<file path="src/rtl/decoder_pkg.sv">
// Shared types and widths for the 2-to-4 decoder sequencer path.
package decoder_pkg;

   localparam int unsigned CODE_W = 2;
   localparam int unsigned OUT_W  = 4;

   typedef enum logic [1:0] {
      IDLE  = 2'd0,
      DRIVE = 2'd1,
      GAP   = 2'd2
   } dec_state_t;

endpackage

</file>
<file path="src/rtl/decoder_2_to_4.sv">
// Combinational 2-to-4 one-hot decoder with an active-high enable.
module decoder_2_to_4
   import decoder_pkg::*;
(
   input  logic              enable,
   input  logic [CODE_W-1:0] in,
   output logic [OUT_W-1:0]  out
);

   assign out = enable ? (OUT_W'(1) << in) : '0;

endmodule

</file>
<file path="src/rtl/decoder_2_to_4_sequencer.sv">
// Accepts 2-bit codes over valid/ready, buffers one, and emits each as a
// timed one-hot strobe followed by an idle gap.
module decoder_2_to_4_sequencer
   import decoder_pkg::*;
#(
   parameter int unsigned HOLD_CYCLES = 4,
   parameter int unsigned GAP_CYCLES  = 1
)(
   input  logic              clk,
   input  logic              reset,
   input  logic              enable,
   input  logic              in_valid,
   output logic              in_ready,
   input  logic [CODE_W-1:0] in,
   output logic [OUT_W-1:0]  out,
   output logic              busy,
   output logic              done
);

   localparam int unsigned HG_MAX  = (HOLD_CYCLES > GAP_CYCLES) ? HOLD_CYCLES : GAP_CYCLES;
   localparam int unsigned CNT_MAX = (HG_MAX > 2) ? HG_MAX : 2;
   localparam int unsigned CNT_W   = $clog2(CNT_MAX);
   localparam logic [CNT_W-1:0] HOLD_LOAD = CNT_W'(HOLD_CYCLES - 1);
   localparam logic [CNT_W-1:0] GAP_LOAD  = CNT_W'((GAP_CYCLES > 0) ? (GAP_CYCLES - 1) : 0);

   dec_state_t        r_state,      w_state_nxt;
   logic [CNT_W-1:0]  r_cnt,        w_cnt_nxt;
   logic [CODE_W-1:0] r_cur_code,   w_cur_code_nxt;
   logic              r_pend_valid, w_pend_valid_nxt;
   logic [CODE_W-1:0] r_pend_code,  w_pend_code_nxt;
   logic              w_accept;
   logic              w_next_step;
   logic              w_dec_en;

   assign in_ready = enable && !reset && !r_pend_valid;
   assign w_accept = in_valid && in_ready;

   // Outputs derive only from registered state, so they are glitch-free.
   assign w_dec_en = (r_state == DRIVE);
   assign busy     = (r_state != IDLE);
   assign done     = (r_state == DRIVE) && (r_cnt == '0);

   decoder_2_to_4 u_dec (
      .enable (w_dec_en),
      .in     (r_cur_code),
      .out    (out)
   );

   always_ff @(posedge clk) begin
      if (reset) begin
         r_state      <= IDLE;
         r_cnt        <= '0;
         r_cur_code   <= '0;
         r_pend_valid <= 1'b0;
         r_pend_code  <= '0;
      end else begin
         r_state      <= w_state_nxt;
         r_cnt        <= w_cnt_nxt;
         r_cur_code   <= w_cur_code_nxt;
         r_pend_valid <= w_pend_valid_nxt;
         r_pend_code  <= w_pend_code_nxt;
      end
   end

   always_comb begin
      w_state_nxt      = r_state;
      w_cnt_nxt        = r_cnt;
      w_cur_code_nxt   = r_cur_code;
      w_pend_valid_nxt = r_pend_valid;
      w_pend_code_nxt  = r_pend_code;
      w_next_step      = 1'b0;

      if (!enable) begin
         w_state_nxt      = IDLE;
         w_cnt_nxt        = '0;
         w_pend_valid_nxt = 1'b0;
      end else begin
         case (r_state)
            IDLE: begin
               if (w_accept) begin
                  w_cur_code_nxt = in;
                  w_cnt_nxt      = HOLD_LOAD;
                  w_state_nxt    = DRIVE;
               end
            end
            DRIVE: begin
               if (r_cnt != '0) begin
                  w_cnt_nxt = r_cnt - CNT_W'(1);
               end else if (GAP_CYCLES > 0) begin
                  w_cnt_nxt   = GAP_LOAD;
                  w_state_nxt = GAP;
               end else begin
                  w_next_step = 1'b1;
               end
            end
            GAP: begin
               if (r_cnt != '0) begin
                  w_cnt_nxt = r_cnt - CNT_W'(1);
               end else begin
                  w_next_step = 1'b1;
               end
            end
            default: begin
               w_state_nxt = IDLE;
               w_cnt_nxt   = '0;
            end
         endcase

         // Pending code wins; an accept on this cycle bypasses the empty buffer.
         if (w_next_step) begin
            if (r_pend_valid) begin
               w_cur_code_nxt   = r_pend_code;
               w_pend_valid_nxt = 1'b0;
               w_cnt_nxt        = HOLD_LOAD;
               w_state_nxt      = DRIVE;
            end else if (w_accept) begin
               w_cur_code_nxt = in;
               w_cnt_nxt      = HOLD_LOAD;
               w_state_nxt    = DRIVE;
            end else begin
               w_cnt_nxt   = '0;
               w_state_nxt = IDLE;
            end
         end else if (w_accept && (r_state != IDLE)) begin
            w_pend_valid_nxt = 1'b1;
            w_pend_code_nxt  = in;
         end
      end
   end

endmodule

</file>
<file path="config.mk">
export PLATFORM = sky130hd
export DESIGN_NAME = decoder_2_to_4_sequencer
export DESIGN_NICKNAME = d
export VERILOG_FILES = /design/src/rtl/decoder_pkg.sv /design/src/rtl/decoder_2_to_4.sv /design/src/rtl/decoder_2_to_4_sequencer.sv
export SDC_FILE = /design/constraint.sdc
export NUM_CORES = 1
export LEC_CHECK = 0
export BUFFER_PORTS_ARGS = -buffer_cell sky130_fd_sc_hd__buf_4
export CAP_MARGIN = 20
export CELL_PAD_IN_SITES_DETAIL_PLACEMENT = 0
export CELL_PAD_IN_SITES_GLOBAL_PLACEMENT = 1
export CORE_MARGIN = 5
export CORE_UTILIZATION = 37
export DETAILED_ROUTE_END_ITERATION = 7
export PLACE_DENSITY = 0.8
export SYNTH_ARGS = -nofsm -noshare
export SYNTH_HDL_FRONTEND = slang
export SYNTH_HIERARCHICAL = 1
export SYNTH_SLANG_ARGS = --single-unit
</file>
<file path="constraint.sdc">
create_clock -name clk -period 1.9 [get_ports clk]
set_input_delay 0.095 -clock clk [delete_from_list [all_inputs] [get_ports clk]]
set_output_delay 0.095 -clock clk [all_outputs]
set_load 0.01 [all_outputs]
</file>
==> results.ini <==
[drt]
drt_iter0_markers = 18
vias = 550
firstDrtPassIters = 4
drc_errors = 0
viasPerCell = 5.56
wl_per_cell_microns = 12.7
final_antenna_net_count = 0
wl_microns = 1260

[status]
status = complete, no violations

[die]
dieHeight_microns = 49.8
rows = 14
die_w_microns = 49.8
die-area_sq_um = 2480
core_sq_um = 1510
ioPinCount = 13
start_util_pct = 39.0

[clocking]
numCtsBuffers = 3
clockBufferDepth = 2
htree_levels = 1
postCtsSetupBuffers = 0
clk_pin_slew_worst_paths_ns = 0.06
postCtsHoldBufs = 0
cts_sinks = 9
cts_tree = yes
worst_skew_pair.late_latency_ns = 0.27
cts-root-buf = clkbuf_4
ctsResizeCount = 0

[timing]
grt_setup_unrepaired = no
setup_viol = 0
max_freq_mhz = 614
period_share_pct = 85.8
hold_viol = 0
max-slew-margin-rel_pct = 77.2
drv_slew = 0
min_period_ns = 1.63
worst_pin_slew_ns = 0.341
finClkSkew_ns = 0.00482
finalSetupTns_ns = 0

[setup_path]
path_buf_inv = 1
max_stage_delay_ns = 0.37
crit_chain = inv_1, ha_1, and2b_2, nor2_1, a311o_1, a31oi_1
slowest_stage = dfxtp_1
path_class = flip-flop to flip-flop
cp_data_required_time_ns = 2.09
cp_top_family = compound AO/OA/AOI/OAI gates
cp.arrival_ns = 1.82
endpoint_kind = flip-flop
crit_path_start_kind = flip-flop
crit_fanout = 6

[final_layout]
antenna_cells = 0
layout_common_cells = 12 x buf_4, 11 x nor2_1, 9 x dfxtp_1, 6 x inv_1
postLayoutCellArea_sq_um = 704
layout.nets = 93
post-route-util_pct = 46.8
area_growth_pct = 20.0
drive_gt1_share_pct = 26.5
layout_commonest_cell = buf_4

[global_routing]
grt_first_pass_wirelength_microns = 2110
grt-ovfl-total = 0
grt_max_degree = 12
grtUsageTotal_pct = 10.8
antenna_found_initial = 0
grt_pass1_vias = 482

[pwr]
seqPwrFrac_pct = 47.8
comb_power_share_pct = 17.0
vdd_ir_drop_max_mv = 0.321
power_mw = 0.432
p_int_mw = 0.314
p_per_area_nw_per_um2 = 613
p_leak_nw = 0.314
power.switching_mw = 0.118
pwr-share-clk_pct = 35.3
sw_frac_of_total_pct = 27.2

[synth]
synth_edf_count = 0
avgSynthCellArea_sq_um = 8.50
synth_top_area_share_pct = 30.7
synth_ff_type = dfxtp_1
synth_warnings = 6
ys_seq_area_share_pct = 30.7
netlist_area_sq_um = 587
synth_fp_nets = 78
ys_seq_elements = 9
async_reset_ff_share_pct = 0
netlist_instances = 69
synth_top_cell_by_area = dfxtp_1
ys_types = 31
netlist_top_cells_area = dfxtp_1 31%, nor2_1 7.0%, ha_1 6.4%

[placed_design]
globalplace.congestion = 0.804
dp_hpwl_microns = 937
port_buffers = 12
placed_cell_area_sq_um = 678

[worst_hold_path]
hold_class = input pin to flip-flop

[job]
timing.max_cap.violations = 0

[routing by layer]
metal / share of wire, % / global-route usage (%) / vias to the layer above / wire length [microns]
met1: 45 / 14.2 / 254 / 560
met2: 48 / 15.7 / 16 / 604
li1: - / - / 277 / -
met3: 4.9 / 1.81 / 3 / 62
met4: 2.5 / 7.86 / 0 / 32
met5: 0 / 0 / - / 0
[power by group through the flow]
stage,Sequential [mW],Combinational (mW),Clock [mW]
2_1_floorplan,0.205,0.0506,0
3_3_place_gp,0.210,0.0740,0
3_5_place_dp,0.210,0.0729,0
4_1_cts,0.206,0.0735,0.159
5_1_grt,0.208,0.0829,0.166
6_report,0.206,0.0733,0.152
[synthesized netlist by cell type (2+ instances only)]
cell      instances
inv_1             6
nand2b_1          2
nor4b_1           2
a31oi_1           2
and3b_1           2
o21ai_0           2
ha_1              3
a211oi_1          3
mux2i_1           2
a21oi_1           2
o21ai_1           3
nor2_1           11
nor3_1            2
dfxtp_1           9
o31ai_1           2
[flip-flops by register name (all words and copies together) (netlist names)]
name / flops
r_cnt: 2
r_state: 2
r_pend_code: 2
r_pend_valid: 1
r_cur_code: 2
[final timing paths]
| kind | from | end | slack [ns] | cells after the start |
|---|---|---|---|---|
| worst max-delay path | r_cnt[0]$_SDFFE_PP0P_ | r_cur_code[0]$_SDFFE_PP0P_ | 0.27 | 6 |
| worst min-delay path | reset | r_pend_code[1]$_SDFFE_PP0P_ | 0.02 | 2 |
| worst max register to register | r_cnt[0]$_SDFFE_PP0P_ | r_cur_code[0]$_SDFFE_PP0P_ | 0.27 | 6 |
| worst min register to register | r_pend_code[1]$_SDFFE_PP0P_ | r_pend_code[1]$_SDFFE_PP0P_ | 0.50 | 2 |
[through the flow]
step	hold WS [ns]	cells	worst slack, ns
floorplan	0.164	69	0.401
CTS	0.0147	99	0.263
finish	0.0205	99	0.270
global placement	0.304	95	0.320
detailed placement	0.303	95	0.295
global route	0.0231	99	0.139
[layout make-up]
class,count,area [sq um]
Clock buffer,4,26.3
Timing Repair Buffer,12,90.1
Tap cell,16,20.0
Inverter,6,22.5
Fill cell,160,802
Sequential cell,9,180
Multi-Input combinational cell,52,365
[kinds of logic (layout without fill, tap and decap cells)]
logic type	Yosys count	after routing	synth area share [%]
and+or+nand+nor	29	29	32.0
AOI/OAI and AO/OA	18	18	20.5
DFF	9	9	30.7
buffers and inverters	8	22	7.04
adders and majority gates	3	3	6.40
muxes	2	2	3.41
Note: power is estimated with default switching activity, not from simulation.
